--- config.mk ---
export PLATFORM = sky130hd
export DESIGN_NAME = wrapper_ahb_packet_builder_flat
export DESIGN_NICKNAME = d
export VERILOG_FILES = /design/src/rtl/wrapper_ahb_packet_builder_if.sv /design/src/rtl/wrapper_ahb_packet_builder.sv /design/src/flat_wrapper.sv
export SDC_FILE = /design/constraint.sdc
export NUM_CORES = 1
export LEC_CHECK = 0
export ABC_AREA = 1
export BUFFER_PORTS_ARGS = -buffer_cell sky130_fd_sc_hd__buf_2
export CAP_MARGIN = 30
export CELL_PAD_IN_SITES_DETAIL_PLACEMENT = 1
export CELL_PAD_IN_SITES_GLOBAL_PLACEMENT = 1
export CORE_AREA = 4 4 260 262
export CTS_BUF_LIST = sky130_fd_sc_hd__clkbuf_8
export CTS_CLUSTER_SIZE = 20
export DETAILED_ROUTE_END_ITERATION = 7
export DIE_AREA = 0 0 264 266
export PLACE_DENSITY_LB_ADDON = 0.3
export SLEW_MARGIN = 20
export SYNTH_ARGS = -nofsm -noshare
export SYNTH_HDL_FRONTEND = slang
export SYNTH_SLANG_ARGS = --single-unit
--- constraint.sdc ---
create_clock -name hclk -period 3 [get_ports hclk]
set_clock_uncertainty 0.1 [all_clocks]
set_input_delay 0.15 -clock hclk [delete_from_list [all_inputs] [get_ports hclk]]
set_output_delay 0.15 -clock hclk [all_outputs]
set_load 0.1 [all_outputs]
--- src/rtl/wrapper_ahb_packet_builder_if.sv ---
// Bus bundle for the packet builder: AHB-Lite slave side plus the valid/ready packet stream.
interface wrapper_ahb_packet_builder_if #(
    parameter int ADDRWIDTH   = 11,
    parameter int PACKETWIDTH = 256
);
    logic                   hsels;
    logic [ADDRWIDTH-1:0]   haddrs;
    logic [1:0]             htranss;
    logic [2:0]             hsizes;
    logic                   hwrites;
    logic                   hreadys;
    logic [31:0]            hwdatas;
    logic                   hreadyouts;
    logic                   hresps;
    logic [31:0]            hrdatas;
    logic [PACKETWIDTH-1:0] packet_data;
    logic                   packet_data_last;
    logic                   packet_data_valid;
    logic                   packet_data_ready;

    modport slave (
        input  hsels, haddrs, htranss, hsizes, hwrites, hreadys, hwdatas, packet_data_ready,
        output hreadyouts, hresps, hrdatas, packet_data, packet_data_last, packet_data_valid
    );

    modport master (
        output hsels, haddrs, htranss, hsizes, hwrites, hreadys, hwdatas, packet_data_ready,
        input  hreadyouts, hresps, hrdatas, packet_data, packet_data_last, packet_data_valid
    );
endinterface

--- src/rtl/wrapper_ahb_packet_builder.sv ---
// AHB-Lite write-assembly buffer that emits a packet when the top byte of the last word is written.
// Optional: define WRAPPER_PACKET_BUILDER_CLEAR_EN to zero the buffer on every emission.
module wrapper_ahb_packet_builder #(
    parameter int ADDRWIDTH   = 11,
    parameter int PACKETWIDTH = 256
) (
    input  logic                      hclk,
    input  logic                      hresetn,
    wrapper_ahb_packet_builder_if.slave bus
);
    localparam int PBW   = $clog2(PACKETWIDTH / 8);
    localparam int WORDS = PACKETWIDTH / 32;
    localparam int IW    = (WORDS > 1) ? $clog2(WORDS) : 1;

`ifdef WRAPPER_PACKET_BUILDER_CLEAR_EN
    localparam bit CLEAR_ON_EMIT = 1'b1;
`else
    localparam bit CLEAR_ON_EMIT = 1'b0;
`endif

    typedef enum logic [1:0] {IDLE, WR, RD, WR_STALL} state_t;

    state_t                 state;
    logic [ADDRWIDTH-1:0]   addr_q;
    logic [2:0]             size_q;
    logic [31:0]            hold_q;
    logic [31:0]            buf_q    [WORDS];
    logic [31:0]            buf_next [WORDS];
    logic [PACKETWIDTH-1:0] flat_next;
    logic [3:0]             strb;
    logic [IW-1:0]          widx;
    logic [IW-1:0]          ridx;
    logic [31:0]            wdata;
    logic [31:0]            merged;
    logic                   completing;
    logic                   do_write;
    logic                   emit;
    logic                   accept;
    logic                   handshake;
    logic                   ready_out;
    logic                   unused_bits;

    function automatic logic [3:0] byte_strobes(input logic [2:0] size, input logic [1:0] lsb);
        case (size)
            3'd0:    byte_strobes = 4'b0001 << lsb;
            3'd1:    byte_strobes = lsb[1] ? 4'b1100 : 4'b0011;
            default: byte_strobes = 4'b1111;
        endcase
    endfunction

    function automatic logic [31:0] merge_bytes(input logic [31:0] old, input logic [31:0] data,
                                                input logic [3:0] lanes);
        for (int b = 0; b < 4; b++) begin
            merge_bytes[8*b +: 8] = lanes[b] ? data[8*b +: 8] : old[8*b +: 8];
        end
    endfunction

    assign unused_bits = bus.htranss[0];
    assign widx        = (WORDS > 1) ? addr_q[IW+1:2] : '0;
    assign ridx        = (WORDS > 1) ? bus.haddrs[IW+1:2] : '0;
    assign strb        = byte_strobes(size_q, addr_q[1:0]);
    assign completing  = strb[3] && (widx == IW'(WORDS - 1));
    assign handshake   = bus.packet_data_valid && bus.packet_data_ready;
    assign accept      = bus.hsels && bus.hreadys && bus.htranss[1];

    // A completing write may only finish when the output slot can take the packet this edge.
    always_comb begin
        ready_out = 1'b1;
        if (state == WR_STALL) begin
            ready_out = bus.packet_data_ready;
        end else if ((state == WR) && completing && bus.packet_data_valid && !bus.packet_data_ready) begin
            ready_out = 1'b0;
        end
    end

    assign bus.hreadyouts = ready_out;
    assign bus.hresps     = 1'b0;

    assign do_write = ((state == WR) || (state == WR_STALL)) && ready_out;
    assign emit     = do_write && completing;
    assign wdata    = (state == WR_STALL) ? hold_q : bus.hwdatas;
    assign merged   = merge_bytes(buf_q[widx], wdata, strb);

    // The packet is taken from the merged buffer before any clear-on-emit.
    always_comb begin
        for (int i = 0; i < WORDS; i++) begin
            buf_next[i] = buf_q[i];
        end
        if (do_write) begin
            buf_next[widx] = merged;
        end
        for (int i = 0; i < WORDS; i++) begin
            flat_next[32*i +: 32] = buf_next[i];
        end
        if (emit && CLEAR_ON_EMIT) begin
            for (int i = 0; i < WORDS; i++) begin
                buf_next[i] = '0;
            end
        end
    end

    always_ff @(posedge hclk or negedge hresetn) begin
        if (!hresetn) begin
            state                 <= IDLE;
            addr_q                <= '0;
            size_q                <= '0;
            hold_q                <= '0;
            bus.hrdatas           <= '0;
            bus.packet_data       <= '0;
            bus.packet_data_last  <= 1'b0;
            bus.packet_data_valid <= 1'b0;
            for (int i = 0; i < WORDS; i++) begin
                buf_q[i] <= '0;
            end
        end else begin
            for (int i = 0; i < WORDS; i++) begin
                buf_q[i] <= buf_next[i];
            end
            if (emit) begin
                bus.packet_data       <= flat_next;
                bus.packet_data_valid <= 1'b1;
                bus.packet_data_last  <= &addr_q[ADDRWIDTH-1:PBW];
            end else if (handshake) begin
                bus.packet_data_valid <= 1'b0;
            end
            // Read data is registered from the post-write buffer so a read right after a write sees it.
            if (ready_out) begin
                if (accept) begin
                    state       <= bus.hwrites ? WR : RD;
                    addr_q      <= bus.haddrs;
                    size_q      <= bus.hsizes;
                    bus.hrdatas <= bus.hwrites ? '0 : buf_next[ridx];
                end else begin
                    state       <= IDLE;
                    bus.hrdatas <= '0;
                end
            end else if (state == WR) begin
                state  <= WR_STALL;
                hold_q <= bus.hwdatas;
            end
        end
    end
endmodule

--- src/flat_wrapper.sv ---
// flat-port wrapper written by rule: the top's interface ports become plain ports
module wrapper_ahb_packet_builder_flat 
#(
    parameter int ADDRWIDTH   = 11,
    parameter int PACKETWIDTH = 256
)
  (hclk, hresetn, bus_hsels, bus_haddrs, bus_htranss, bus_hsizes, bus_hwrites, bus_hreadys, bus_hwdatas, bus_packet_data_ready, bus_hreadyouts, bus_hresps, bus_hrdatas, bus_packet_data, bus_packet_data_last, bus_packet_data_valid);
  wrapper_ahb_packet_builder_if #(.ADDRWIDTH(ADDRWIDTH), .PACKETWIDTH(PACKETWIDTH)) bus_i ();
  input  logic hclk;
  input  logic hresetn;
  input wire logic [$bits(bus_i.hsels)-1:0] bus_hsels;
  input wire logic [$bits(bus_i.haddrs)-1:0] bus_haddrs;
  input wire logic [$bits(bus_i.htranss)-1:0] bus_htranss;
  input wire logic [$bits(bus_i.hsizes)-1:0] bus_hsizes;
  input wire logic [$bits(bus_i.hwrites)-1:0] bus_hwrites;
  input wire logic [$bits(bus_i.hreadys)-1:0] bus_hreadys;
  input wire logic [$bits(bus_i.hwdatas)-1:0] bus_hwdatas;
  input wire logic [$bits(bus_i.packet_data_ready)-1:0] bus_packet_data_ready;
  output wire logic [$bits(bus_i.hreadyouts)-1:0] bus_hreadyouts;
  output wire logic [$bits(bus_i.hresps)-1:0] bus_hresps;
  output wire logic [$bits(bus_i.hrdatas)-1:0] bus_hrdatas;
  output wire logic [$bits(bus_i.packet_data)-1:0] bus_packet_data;
  output wire logic [$bits(bus_i.packet_data_last)-1:0] bus_packet_data_last;
  output wire logic [$bits(bus_i.packet_data_valid)-1:0] bus_packet_data_valid;
  assign bus_i.hsels = bus_hsels;
  assign bus_i.haddrs = bus_haddrs;
  assign bus_i.htranss = bus_htranss;
  assign bus_i.hsizes = bus_hsizes;
  assign bus_i.hwrites = bus_hwrites;
  assign bus_i.hreadys = bus_hreadys;
  assign bus_i.hwdatas = bus_hwdatas;
  assign bus_i.packet_data_ready = bus_packet_data_ready;
  assign bus_hreadyouts = bus_i.hreadyouts;
  assign bus_hresps = bus_i.hresps;
  assign bus_hrdatas = bus_i.hrdatas;
  assign bus_packet_data = bus_i.packet_data;
  assign bus_packet_data_last = bus_i.packet_data_last;
  assign bus_packet_data_valid = bus_i.packet_data_valid;
  wrapper_ahb_packet_builder #(.ADDRWIDTH(ADDRWIDTH), .PACKETWIDTH(PACKETWIDTH)) u_core (.hclk(hclk), .hresetn(hresetn), .bus(bus_i));
endmodule
## After elaboration in Yosys (flattened, before gate mapping)

Cells that the tools add are included.

- Input bits: 54
- Bits in registers: 594

- Reduce and logical (&&, ||, !) cells: 18
- Shift operators: 1
- Multiplexer cells: 27
- Bitwise gates (word level): 3
- Magnitude comparators: 3
- Equal/unequal tests: 4

Operators with widths:

| cell | count |
|---|---|
| bitwise mux 256 bit | 1 |
| 2-to-1 mux 256 bit | 1 |
| 2-to-1 mux 32 bit | 8 |
| binary-select mux 32 bit (select 3 bit) | 2 |
| demux 32 bit (select 3 bit) | 1 |
| 2-to-1 mux 8 bit | 4 |
| logical AND 1 bit | 10 |
| >= comparator 4 bit (second input constant) | 2 |
| 2-to-1 mux 2 bit | 4 |
| NOT 3 -> 4 bit | 2 |
| case mux 4 bit (2 select lines) | 1 |
| AND reduction 6 bit | 1 |
| less-than comparator 4 x 1 -> 1 bit (second input constant) | 1 |
| 2-to-1 mux 1 bit | 4 |
| 2-to-1 mux 4 bit | 1 |
| AND reduction 2 bit | 2 |
| nonzero test 2 bit | 2 |
| left shift 1 x 2 -> 4 bit (first input constant) | 1 |
| equality test 3 x 1 -> 1 bit (second input constant) | 1 |
| equality test 3 bit (second input constant) | 1 |
| zero test 3 bit | 1 |
| equality test 2 x 1 -> 1 bit (second input constant) | 1 |
| equality test 2 bit (second input constant) | 1 |
| zero test 1 bit | 1 |
| other kinds (2) | 2 |

## Depth between registers and ports, before layout

Gate-level depths: netlist of the first run.

- Depth in word-level cells: 15
- Mapped depth: 17
- Mapped depth without buffers: 15

## Least setup slack after synthesis of the first run

Ideal clock, no wire load.

- Path kind: register -> register
- Start point: reg u_core.bus.packet_data_valid
- End point: reg u_core.bus.hrdatas[16]
- Slack: 0.317 ns
- Cell stages (with the launch flop): 16
- Data required time: 2.780 ns
- Arrival: 2.463 ns
- Clock period less this slack: 2.683 ns
- Path buffers: 2
- Cell sequence: dfrtp_1 -> inv_1 -> nor3_1 -> nand2_1 -> nand2_1 -> nand2_2 -> buf_4 -> nand3b_2 -> inv_2 -> buf_2 -> nand2_1 -> nand3_1 -> nand3_1 -> nand3_1 -> nand3_1 -> nand2_1

- Word-level cells in the longest chain between the ends: 11

Ends and longest elaborated chain:

| element | line | source |
|---|---|---|
| from (decl) | wrapper_ahb_packet_builder_if.sv:23 | `output hreadyouts, hresps, hrdatas, packet_data, packet_data_last, packet_data_valid` |
| from (signal assigned) | wrapper_ahb_packet_builder.sv:111 | `bus.packet_data_valid <= 1'b0;` |
| from (signal assigned) | wrapper_ahb_packet_builder.sv:121 | `bus.packet_data_valid <= 1'b1;` |
| from (signal assigned) | wrapper_ahb_packet_builder.sv:124 | `bus.packet_data_valid <= 1'b0;` |
| logical AND 1 bit * (2 in a row) | wrapper_ahb_packet_builder.sv:71 | `end else if ((state == WR) && completing && bus.packet_data_valid && !bus.packet_data_ready) begin` |
| 2-to-1 mux 1 bit * | wrapper_ahb_packet_builder.sv:71 |  |
| 2-to-1 mux 1 bit * | wrapper_ahb_packet_builder.sv:69 | `if (state == WR_STALL) begin` |
| net bus_hreadyouts | flat_wrapper.sv:19 | `output wire logic [$bits(bus_i.hreadyouts)-1:0] bus_hreadyouts;` |
| logical AND 1 bit | wrapper_ahb_packet_builder.sv:79 | `assign do_write = ((state == WR) \|\| (state == WR_STALL)) && ready_out;` |
| 2-to-1 mux 256 bit | wrapper_ahb_packet_builder.sv:89 | `if (do_write) begin` |
| binary-select mux 32 bit (select 3 bit) | wrapper_ahb_packet_builder.sv:132 | `bus.hrdatas <= bus.hwrites ? '0 : buf_next[ridx];` |
| 2-to-1 mux 32 bit (not written as such) (2 in a row) | wrapper_ahb_packet_builder.sv:132 |  |
| 2-to-1 mux 32 bit | wrapper_ahb_packet_builder.sv:132 |  |
| 2-to-1 mux 32 bit | wrapper_ahb_packet_builder.sv:128 | `if (accept) begin` |
| to (signal assigned) | wrapper_ahb_packet_builder.sv:132 |  |
| to (decl) | wrapper_ahb_packet_builder_if.sv:23 |  |

Mark *: on every way through the listed nets, which the timed path passes. The rest lies on a longest branch. The select of a mux whose other input is x is not followed.
A chain may end at the register's enable or synchronous reset.

## Worst setup path in the final report of the first run

- Start point: reg u_core.addr_q[4]
- End point: reg u_core.bus.hrdatas[24]

- Word-level cells in the longest chain between the ends: 14

Ends and longest elaborated chain:

| element | line | source |
|---|---|---|
| from (decl) | wrapper_ahb_packet_builder.sv:24 | `logic [ADDRWIDTH-1:0] addr_q;` |
| from (signal assigned) | wrapper_ahb_packet_builder.sv:130 | `addr_q <= bus.haddrs;` |
| parallel branches: the longest is 14 deep, another holds >= comparator 4 bit | -- |  |

Parallel ways; which one is timed is not known. The select of a mux whose other input is x is not followed.

==> impl_metrics.sql, run 1 <==
INSERT INTO impl_metrics (metric_group, metric, value, unit) VALUES
('floorplan', 'start_util', '43.4', '%'),
('critical_path', 'setup_crit_path_kind', 'flop to flop', ''),
('pwr', 'finalPower', '0.0235', 'W'),
('pwr', 'worst_ir_drop_vdd', '0.000363', 'V'),
('placement', 'placed_wire_length_estimate_after_detailed_placement', '79.2', 'mm'),
('cts', 'cts_tree', 'yes', ''),
('drt', 'routed_wirelength', '122', 'mm'),
('logic_synthesis', 'post_syn_instances', '3867', ''),
('final_layout', 'syn_to_final_growth', '21.2', '%'),
('hold_path', 'hp-class', 'primary input to flop', ''),
('hold_path', 'worst_hold_startpoint', 'bus_haddrs[4]', ''),
('final_layout', 'num-fill-cells', '8365', ''),
('global_route', 'globalRoute.totalOverflow', '0', ''),
('cts', 'clkLatencyLatePin', '710', 'ps'),
('floorplan', 'y_dimension_of_the_die', '266', 'um'),
('logic_synthesis', 'synth_seq_area_share', '52.3', '%'),
('pwr', 'leakage_power_summed_over_all_cells', '20.1', 'nW'),
('critical_path', 'worst-endpoint-required', '3530', 'ps'),
('timing', 'post-route-min-period', '2900', 'ps'),
('floorplan', 'count_of_pins_on_the_block_boundary', '346', ''),
('critical_path', 'r2r_end', 'u_core.bus.hrdatas[24]', ''),
('final_layout', 'register_area', '0.0149', 'mm2'),
('timing', 'max_slew_violation_count', '0', ''),
('final_layout', 'layout.core_utilization', '52.6', '%'),
('drt', 'detailedRoute.firstPassIterationCount', '5', ''),
('logic_synthesis', 'synth_cell_type_count', '26', ''),
('critical_path', 'r2r-start', 'u_core.addr_q[4]', ''),
('logic_synthesis', 'synthArstFlopShare', '100', '%'),
('global_route', 'grt_start_max_net_pins', '107', ''),
('cts', 'clk_pin_slew_worst_paths', '70', 'ps'),
('timing', 'fin_worst_hold_slack', '82.7', 'ps'),
('drt', 'wl_per_cell', '23.5', 'um'),
('global_route', 'grt_pass1_wl', '185', 'mm'),
('drt', 'detail_route.iter0.violations', '2757', ''),
('final_layout', 'layout.nets', '4316', ''),
('global_route', 'antenna_found_initial', '9', ''),
('global_route', 'gr-usage-all-layers', '34.0', '%'),
('hold_path', 'timing.hold.worst_endpoint', 'u_core.bus.hrdatas[3]', ''),
('cts', 'number_of_clock_sinks', '594', ''),
('cts', 'cts_max_path_buffers', '3', ''),
('timing', 'timing.final.hold_violations', '0', ''),
('critical_path', 'ff2ff_setup_slack', '100', 'ps'),
('critical_path', 'critical_path.startpoint_type', 'flop', ''),
('floorplan', 'fp.dieW', '264', 'um'),
('logic_synthesis', 'syn_area', '0.0284', 'mm2'),
('logic_synthesis', 'synth_nets', '3921', ''),
('critical_path', 'path_max_fanout', '30', ''),
('drt', 'viasPerCell', '5.63', ''),
('global_route', 'number_of_global_route_vias_before_repair', '30500', ''),
('final_layout', 'multi_input_comb_area', '0.0121', 'mm2'),
('critical_path', 'timing.critical_path.arrival', '3430', 'ps'),
('logic_synthesis', 'synth-warning-count', '0', ''),
('timing', 'slew_headroom', '29.8', '%'),
('logic_synthesis', 'yosys_most_used_dff', 'dfrtp_1', ''),
('drt', 'vias', '29300', ''),
('logic_synthesis', 'post-synth-top-count-cell', 'nand2_1', ''),
('logic_synthesis', 'ys_top_cells_by_area', 'dfrtp_1 52%, nand2_1 26%, nand3_1 9.9%', ''),
('logic_synthesis', 'synth_edf_count', '0', ''),
('logic_synthesis', 'post-synth-top-area-fraction', '52.3', '%'),
('cts', 'buffer_cell_driving_the_clock_tree_root', 'clkbuf_8', ''),
('placement', 'buffer_ports.inserted', '343', ''),
('cts', 'numCtsBuffers', '101', ''),
('critical_path', 'worstSetupEndpointType', 'flop', ''),
('drt', 'drc', '0', ''),
('hold_path', 'hold_path_depth', '4', ''),
('logic_synthesis', 'yosys-top-cells-count', '1,985 x nand2_1, 594 x dfrtp_1, 562 x nand3_1, 173 x nor2_1, 134 x inv_1', ''),
('drt', 'final_antenna_net_count', '0', ''),
('floorplan', 'floorplan.die_area', '0.0702', 'mm2'),
('timing', 'setup-tns-final', '0', 'ps'),
('run_status', 'outcome', 'complete, no violations', ''),
('logic_synthesis', 'synth.ff_latch_count', '594', '');
## cells by family after synthesis
group,Yosys count,synth area share [%]
compound gates,159,3.07
simple gates,2748,39.2
other cells,1,0.0132
buf+inv,365,5.43
flops,594,52.3
## through the flow
stage	instance area [um2]	setup slack, ps
2_1_floorplan	28400	317
3_3_place_gp	31700	138
3_5_place_dp	31700	-4.60
4_1_cts	34300	7.47
5_1_grt	34400	2.04
6_report	34400	102
## registers in the layout, summed over array words and instances (netlist names)
name,count
u_core.size_q,3
u_core.bus.packet_data_valid,1
u_core.bus.packet_data,256
u_core.bus.hrdatas,32
u_core.buf_q,256
u_core.addr_q,11
u_core.hold_q,32
u_core.bus.packet_data_last,1
u_core.state,2
## placed cells by master (no fill, tap or decap), types with 8 or more instances in the layout
cell / count
dfrtp_1: 591
nand3_1: 556
buf_2: 339
inv_2: 9
diode_2: 8
clkbuf_8: 138
clkinv_2: 16
o21bai_1: 26
o21ai_0: 127
buf_4: 78
nand2_1: 1984
dlygate4sd3_1: 53
inv_1: 148
nor2_1: 171
buf_12: 38
nand3b_1: 14
## power breakdown
group | internal [W] | total (W) | switching, W
Clock | 0.00424 | 0.00780 | 0.00356
Combinational | 0.00159 | 0.00607 | 0.00448
Sequential | 0.00902 | 0.00966 | 0.000638
## cell type report
class                      count  share of cell area (%)
inverter                     140                    1.59
timing repair buffer         517                    10.7
antenna                        8                  0.0582
sequential                   594                    43.2
multi-input combinational   2908                    35.1
clock inverter                41                   0.654
tap                          864                    3.14
clock buffer                 138                    5.52
## per-layer routing
metal / vias to the layer above / part of all wire [%] / global-route usage [%]
met5: - / 0.0090 / 0
met4: 2 / 5.5 / 17.1
met3: 358 / 7.6 / 6.47
met2: 1329 / 47 / 55.1
met1: 14700 / 40 / 43.9
li1: 13000 / - / -
## repair_timing
item	CTS	global route
endpoints found under the hold margin	624	0
setup endpoints to repair	8	68
resized for setup	2	13
hold buffers	53	0
setup buffers	0	2
## how the worst max path moves through the flow
stage / startpoint / end / slack, ps / cells after the start
final: u_core.addr_q[4] / u_core.bus.hrdatas[24] / 100 / 13
after global routing: u_core.addr_q[2] / u_core.bus.hrdatas[28] / 2 / 14
after CTS: u_core.addr_q[4] / u_core.bus.hrdatas[24] / 7 / 13
after detailed placement: u_core.addr_q[2] / u_core.bus.hrdatas[24] / -5 / 13
after global placement: u_core.addr_q[2] / u_core.bus.hrdatas[24] / 140 / 13
after floorplan: u_core.bus.packet_data_valid / u_core.bus.hrdatas[16] / 320 / 15
## worst max-delay path, cell delays in order (launching register included)
cell and delay [ps]:
dfrtp_2 520, nand3_1 250, nor3_2 210, nand2_1 80, nand2_1 140, nand2_2 230
nand3b_1 220, buf_6 400, nand2_1 130, nand3_1 120, nand3_1 80, nand3_1 100
nand3_1 140, nand2_1 90
(Power assumes the default switching activity.)
==> inputs of run 2 (changes only) <==
--- a/config.mk
+++ b/config.mk
@@ -10,11 +10,11 @@
 export CAP_MARGIN = 30
 export CELL_PAD_IN_SITES_DETAIL_PLACEMENT = 1
 export CELL_PAD_IN_SITES_GLOBAL_PLACEMENT = 1
-export CORE_AREA = 4 4 260 262
+export CORE_AREA = 4 4 185 367
 export CTS_BUF_LIST = sky130_fd_sc_hd__clkbuf_8
 export CTS_CLUSTER_SIZE = 20
 export DETAILED_ROUTE_END_ITERATION = 7
-export DIE_AREA = 0 0 264 266
+export DIE_AREA = 0 0 189 371
 export PLACE_DENSITY_LB_ADDON = 0.3
 export SLEW_MARGIN = 20
 export SYNTH_ARGS = -nofsm -noshare
==> run 2 against run 1 <==
Critical endpoint is now u_core.addr_q[2]. Critical path depth down 2. Global-route usage is 0.45 points higher. Core utilization is 0.35 points higher. Die area decreased by 0.15%. Total power fell by 0.83%. First-iteration DRC count down 18%. Clock power down 4.0%.
==> impl_metrics.sql, run 2 (same netlist as run 1, synthesis figures left out) <==
INSERT INTO impl_metrics (metric_group, metric, value, unit) VALUES
('run_status', 'outcome', 'complete, no violations', ''),
('critical_path', 'crit_path_end', 'u_core.addr_q[2]', ''),
('floorplan', 'floorplan.die_area', '0.0701', 'mm2'),
('floorplan', 'count_of_pins_on_the_block_boundary', '346', ''),
('cts', 'buffer_cell_driving_the_clock_tree_root', 'clkbuf_8', ''),
('final_layout', 'layout_top_registers', 'u_core.buf_q x256, u_core.bus.packet_data x256', ''),
('floorplan', 'core.rowCount', '132', ''),
('placement', 'detailedPlace.worstSlack', '138', 'ps'),
('critical_path', 'path_max_fanout', '9', ''),
('drt', 'vias', '29200', ''),
('global_route', 'globalRoute.totalOverflow', '0', ''),
('critical_path', 'critical_path.startpoint_type', 'flop', ''),
('global_route', 'grt_pass1_wl', '185', 'mm'),
('global_route', 'number_of_global_route_vias_before_repair', '31100', ''),
('drt', 'viasPerCell', '5.61', ''),
('global_route', 'antenna_found_initial', '3', ''),
('pwr', 'cellPowerDensity', '678', 'mW/mm2'),
('cts', 'cts_max_path_buffers', '3', ''),
('timing', 'fin_worst_hold_slack', '73.6', 'ps'),
('timing', 'tightestPinTransition', '799', 'ps'),
('critical_path', 'cp_slowest_cell', 'dfrtp_4', ''),
('timing', 'layout_worst_path_cycle_share', '97.9', '%'),
('timing', 'max_slew_violation_count', '0', ''),
('cts', 'number_of_clock_sinks', '594', ''),
('cts', 'clkLatencyLatePin', '740', 'ps'),
('cts', 'cts_tree', 'yes', ''),
('drt', 'detailedRoute.firstPassIterationCount', '5', ''),
('global_route', 'gr-usage-all-layers', '34.4', '%'),
('critical_path', 'worst-endpoint-required', '3530', 'ps'),
('critical_path', 'setup_crit_path_kind', 'flop to flop', ''),
('placement', 'buffer_ports.inserted', '343', ''),
('drt', 'routed_wirelength', '122', 'mm'),
('pwr', 'worst_ir_drop_vdd', '0.000388', 'V'),
('critical_path', 'most_frequent_cell_on_the_critical_path', 'nand2_1', ''),
('drt', 'wl_per_cell', '23.4', 'um'),
('critical_path', 'worstSetupEndpointType', 'flop', ''),
('final_layout', 'num-fill-cells', '8292', ''),
('floorplan', 'fp.coreArea', '0.0649', 'mm2'),
('placement', 'placed_wire_length_estimate_after_detailed_placement', '81.4', 'mm'),
('critical_path', 'timing.critical_path.from', 'u_core.addr_q[2]', ''),
('final_layout', 'layout.cells.most_common', 'nand2_1', ''),
('critical_path', 'worstRegToRegCells', '11', ''),
('final_layout', 'layout.nets', '4320', ''),
('global_route', 'grt_start_max_net_pins', '129', ''),
('cts', 'numCtsBuffers', '87', ''),
('cts', 'clk_pin_slew_worst_paths', '80', 'ps'),
('timing', 'timing.final.hold_violations', '0', ''),
('floorplan', 'fp.dieW', '189', 'um'),
('final_layout', 'syn_to_final_growth', '21.1', '%'),
('placement', 'finalWeightedCongestion', '0.916', ''),
('timing', 'setup_viol_count_final', '0', ''),
('hold_path', 'hp-class', 'primary input to flop', ''),
('floorplan', 'start_util', '43.8', '%'),
('drt', 'final_antenna_net_count', '0', ''),
('final_layout', 'layout.cells.most_common_list', '1,983 x nand2_1, 591 x dfrtp_1, 557 x nand3_1, 340 x buf_2, 171 x nor2_1', ''),
('final_layout', 'drive_gt1_share', '15.2', '%'),
('drt', 'drc', '0', ''),
('floorplan', 'y_dimension_of_the_die', '371', 'um'),
('pwr', 'leakage_power_summed_over_all_cells', '20.0', 'nW'),
('critical_path', 'r2r-start', 'u_core.addr_q[2]', ''),
('timing', 'final.setup.worst_slack', '62.0', 'ps'),
('critical_path', 'cp_cell_sequence', 'nand3_1 -> nor3_1 -> nand2_1 -> nand2_1 -> nand2_4 -> buf_4 -> nand4_2 -> buf_4 -> nand2_1 -> o21ai_0 -> dlygate4sd3_1', ''),
('job', 'max_cap_violations', '0', ''),
('timing', 'fmax', '340', 'MHz'),
('critical_path', 'ff2ff_setup_slack', '60', 'ps'),
('timing', 'post-route-min-period', '2940', 'ps'),
('cts', 'htree_levels', '3', ''),
('drt', 'detail_route.iter0.violations', '2264', ''),
('critical_path', 'critPathMaxStageDelay', '570', 'ps'),
('timing', 'slew_headroom', '46.7', '%'),
('critical_path', 'r2r_end', 'u_core.addr_q[2]', ''),
('critical_path', 'timing.critical_path.arrival', '3470', 'ps');
run 2: cell count changes in the layout (fill, tap and decap cells not counted), sizes merged:
cell      change
clkinvlp      +4
inv           -7
bufinv        +6
clkbuf       -26
buf          +18
diode         -5
clkinv        -4
run 2: metrics by stage:
step	utilization (%)	area (um2)	TNS, ps	std cells	power, W
finish	53.0	34400	0	5203	0.0233
global route	53.0	34400	-13.1	5202	0.0244
global placement	49.0	31800	0	4991	0.0156
CTS	52.9	34400	0	5198	0.0233
floorplan	-	28400	0	3867	0.0134
detailed placement	49.1	31900	0	4992	0.0157
run 2: what timing repair did:
action	4_1_cts	5_1_grt
cloned	0	0
hold buffers	54	0
hold endpoints to repair	709	0
pin swaps	0	1
resized for setup	1	8
setup buffers	0	2
endpoints found under the setup margin	1	31
run 2: critical path, delay by kind of cell, from the launching register on:
kind,cells,cell delay (ps)
buffers and inverters,3,1030
and+or+nand+nor,7,1040
AOI/OAI and AO/OA,1,80
DFF,1,570
run 2: per-layer routing:
metal	global-route usage [%]	wire length, um	vias to the layer above
met3	5.44	7830	426
li1	-	-	13000
met1	39.5	44800	14500
met2	58.5	59600	1312
met5	0	0	-
met4	24.0	9630	0
run 2: final cells by class:
type	instances	area, um2	area share (%)
timing repair buffer	535	3880	11.3
multi-input combinational	2908	12100	35.1
clock buffer	112	1540	4.48
tap	871	1090	3.17
clock inverter	40	387	1.12
antenna	3	7.51	0.0218
sequential	594	14900	43.2
inverter	140	548	1.59
run 2: worst min path at each step:
stage | cells after the start | start | slack, ps | to
2_1_floorplan | 0 | hresetn | -250 | u_core.addr_q[0]
3_3_place_gp | 1 | hresetn | 120 | u_core.buf_q[41]
3_5_place_dp | 1 | hresetn | 120 | u_core.buf_q[41]
4_1_cts | 4 | bus_hsizes[0] | 7 | u_core.size_q[0]
5_1_grt | 3 | hresetn | 80 | u_core.bus.packet_data[170]
6_report | 4 | bus_haddrs[10] | 70 | u_core.addr_q[10]
run 2: power breakdown:
group	internal (W)	switching, W	leakage, nW
registers	0.00901	0.000624	8.04
logic	0.00171	0.00450	10.9
clock network	0.00403	0.00345	1.06
total	0.0148	0.00858	20.0
==> inputs of run 3 (changes only) <==
--- a/config.mk
+++ b/config.mk
@@ -10,11 +10,11 @@
 export CAP_MARGIN = 30
 export CELL_PAD_IN_SITES_DETAIL_PLACEMENT = 1
 export CELL_PAD_IN_SITES_GLOBAL_PLACEMENT = 1
-export CORE_AREA = 4 4 185 367
+export CORE_AREA = 4 4 198 344
 export CTS_BUF_LIST = sky130_fd_sc_hd__clkbuf_8
 export CTS_CLUSTER_SIZE = 20
 export DETAILED_ROUTE_END_ITERATION = 7
-export DIE_AREA = 0 0 189 371
+export DIE_AREA = 0 0 202 348
 export PLACE_DENSITY_LB_ADDON = 0.3
 export SLEW_MARGIN = 20
 export SYNTH_ARGS = -nofsm -noshare
==> run 3 against run 2 <==
Clock power rose by 2%. Cell count hardly changed. Setup slack better by 70 ps. Combinational power shrank 2%. Count of clock-buffer cells in the layout is 5 higher. Sequential power barely moved. Hold slack lost 16 ps. Critical path type unchanged. Critical path depth unchanged. Final area down 0.41%. Via count fell by 0.59%. Global-route usage fell by 0.56 points. Register-to-register slack improved by 70 ps.
==> impl_metrics.sql, run 3 (same netlist as run 1, synthesis figures left out) <==
INSERT INTO impl_metrics (metric_group, metric, value, unit) VALUES
('global_route', 'grt_pass1_wl', '184', 'mm'),
('final_layout', 'drive_gt1_share', '14.8', '%'),
('critical_path', 'timing.critical_path.from', 'u_core.addr_q[3]', ''),
('cts', 'cts_tree', 'yes', ''),
('global_route', 'globalRoute.busiestLayer', 'met2', ''),
('global_route', 'globalRouteMet3Util', '4.62', '%'),
('global_route', 'use_met2', '58.5', '%'),
('critical_path', 'timing.critical_path.arrival', '3360', 'ps'),
('floorplan', 'core.rowCount', '124', ''),
('timing', 'fmax', '349', 'MHz'),
('floorplan', 'floorplan.die_area', '0.0703', 'mm2'),
('timing', 'grt_setup_unrepaired', 'no', ''),
('timing', 'timing.final.hold_violations', '0', ''),
('floorplan', 'start_util', '43.5', '%'),
('timing', 'post-route-min-period', '2870', 'ps'),
('global_route', 'gr-usage-all-layers', '33.9', '%'),
('critical_path', 'ff2ff_setup_slack', '130', 'ps'),
('cts', 'number_of_clock_sinks', '594', ''),
('job', 'max_cap_violations', '0', ''),
('timing', 'layout_worst_path_cycle_share', '95.6', '%'),
('global_route', 'antenna_found_initial', '1', ''),
('drt', 'wl_per_cell', '23.1', 'um'),
('cts', 'htree_levels', '3', ''),
('final_layout', 'syn_to_final_growth', '20.6', '%'),
('placement', 'buffer_ports.inserted', '343', ''),
('final_layout', 'layout.nets', '4308', ''),
('drt', 'vias', '29000', ''),
('final_layout', 'layout_top_registers', 'u_core.buf_q x256, u_core.bus.packet_data x256', ''),
('global_route', 'grt_start_max_net_pins', '129', ''),
('cts', 'buffer_cell_driving_the_clock_tree_root', 'clkbuf_8', ''),
('timing', 'max_slew_violation_count', '0', ''),
('cts', 'clkLatencyLatePin', '730', 'ps'),
('final_layout', 'layout.cells.most_common', 'nand2_1', ''),
('global_route', 'globalRoute.totalOverflow', '0', ''),
('run_status', 'outcome', 'complete, no violations', ''),
('final_layout', 'layout.cells.most_common_list', '1,984 x nand2_1, 591 x dfrtp_1, 556 x nand3_1, 341 x buf_2, 171 x nor2_1', ''),
('drt', 'routed_wirelength', '120', 'mm'),
('cts', 'numCtsBuffers', '90', ''),
('floorplan', 'fp.coreArea', '0.0653', 'mm2'),
('cts', 'clk_pin_slew_worst_paths', '70', 'ps'),
('placement', 'placed_wire_length_estimate_after_detailed_placement', '80.3', 'mm'),
('placement', 'finalWeightedCongestion', '0.902', ''),
('drt', 'drc', '0', ''),
('drt', 'detailedRoute.firstPassIterationCount', '5', ''),
('drt', 'final_antenna_net_count', '0', ''),
('critical_path', 'critical_path.startpoint_type', 'flop', ''),
('timing', 'setup_viol_count_final', '0', ''),
('pwr', 'worst_ir_drop_vdd', '0.000391', 'V'),
('critical_path', 'worst-endpoint-required', '3500', 'ps'),
('critical_path', 'r2r-start', 'u_core.addr_q[3]', ''),
('floorplan', 'count_of_pins_on_the_block_boundary', '346', ''),
('global_route', 'number_of_global_route_vias_before_repair', '30800', ''),
('critical_path', 'worstRegToRegCells', '11', ''),
('cts', 'postCtsSetupRepairBufs', '0', ''),
('critical_path', 'r2r_end', 'u_core.addr_q[6]', ''),
('floorplan', 'fp.dieW', '202', 'um'),
('critical_path', 'setup_crit_path_kind', 'flop to flop', ''),
('floorplan', 'y_dimension_of_the_die', '348', 'um'),
('pwr', 'cellPowerDensity', '682', 'mW/mm2'),
('pwr', 'leakage_power_summed_over_all_cells', '20.0', 'nW'),
('drt', 'viasPerCell', '5.58', ''),
('timing', 'tightestPinTransition', '812', 'ps'),
('placement', 'place_area', '0.0316', 'mm2'),
('global_route', 'grtUsageMet1', '40.6', '%'),
('drt', 'detail_route.iter0.violations', '1964', ''),
('timing', 'setup-tns-final', '0', 'ps'),
('final_layout', 'design_area', '0.0343', 'mm2'),
('cts', 'cts_max_path_buffers', '3', ''),
('timing', 'fin_worst_hold_slack', '57.5', 'ps'),
('critical_path', 'worstSetupEndpointType', 'flop', ''),
('hold_path', 'hp-class', 'primary input to asynchronous set/reset pin', ''),
('critical_path', 'path_max_fanout', '10', ''),
('timing', 'slew_headroom', '45.9', '%');
## run 3: cell count changes in the layout (fill, tap and decap cells not counted), moves of 2 or more
cell,before,now
buf_4,95,85
buf_12,42,34
clkinv_1,0,4
inv_2,10,6
buf_16,2,0
clkinvlp_4,5,3
inv_1,141,144
clkinv_2,12,14
dlygate4sd3_1,53,56
clkbuf_8,112,117
## run 3: metrics by stage
stage | setup slack (ps) | power, W | std cells | util (%)
after detailed placement | 127 | 0.0156 | 4986 | 48.4
after global routing | 14.0 | 0.0244 | 5205 | 52.4
after global placement | 161 | 0.0155 | 4986 | 48.4
after floorplan | 317 | 0.0134 | 3867 | -
final | 132 | 0.0234 | 5206 | 52.4
after CTS | 62.3 | 0.0234 | 5204 | 52.4
## run 3: routing by layer
metal	vias up	part of all wire [%]
met5	-	0
met4	0	6.6
met3	354	5.8
met2	1198	49
met1	14600	38
li1	12900	-
## run 3: timing repair
item,in CTS,in global routing
endpoints found under the setup margin,0,39
hold buffers,58,0
hold endpoints to repair,682,0
gates resized for setup,0,9
## run 3: power by group
group / leakage [nW] / switching, W / total [W] / internal, W
Sequential: 8.04 / 0.000613 / 0.00963 / 0.00902
Combinational: 10.8 / 0.00443 / 0.00606 / 0.00164
Clock: 1.11 / 0.00348 / 0.00766 / 0.00418
## run 3: how the worst max path moves through the flow
stage | to | slack, ps | cells after the start
floorplan | u_core.bus.hrdatas[16] | 320 | 15
global placement | u_core.bus.hrdatas[17] | 160 | 13
detailed placement | u_core.bus.hrdatas[14] | 130 | 13
CTS | bus_hreadyouts | 60 | 7
global route | u_core.bus.hrdatas[22] | 10 | 15
finish | u_core.addr_q[6] | 130 | 11
## run 3: area by class of cell
type | count | area [um2]
Timing Repair Buffer | 520 | 3640
Tap cell | 882 | 1100
Clock buffer | 117 | 1610
Sequential cell | 594 | 14900
Multi-Input combinational cell | 2908 | 12100
Inverter | 140 | 541
Clock inverter | 43 | 400
Fill cell | 8304 | 31100
Antenna cell | 2 | 5.00
## run 3: critical path: stages (launching register included)
cell           delay (ps)
dfrtp_4               530
nand3_1               190
nor3_1                 70
nand2_1                70
nand2_1               130
nand2_4               210
buf_4                 200
nand4_2               240
dlygate4sd3_1         690
buf_4                 180
nand2_1                60
nand2_1                60
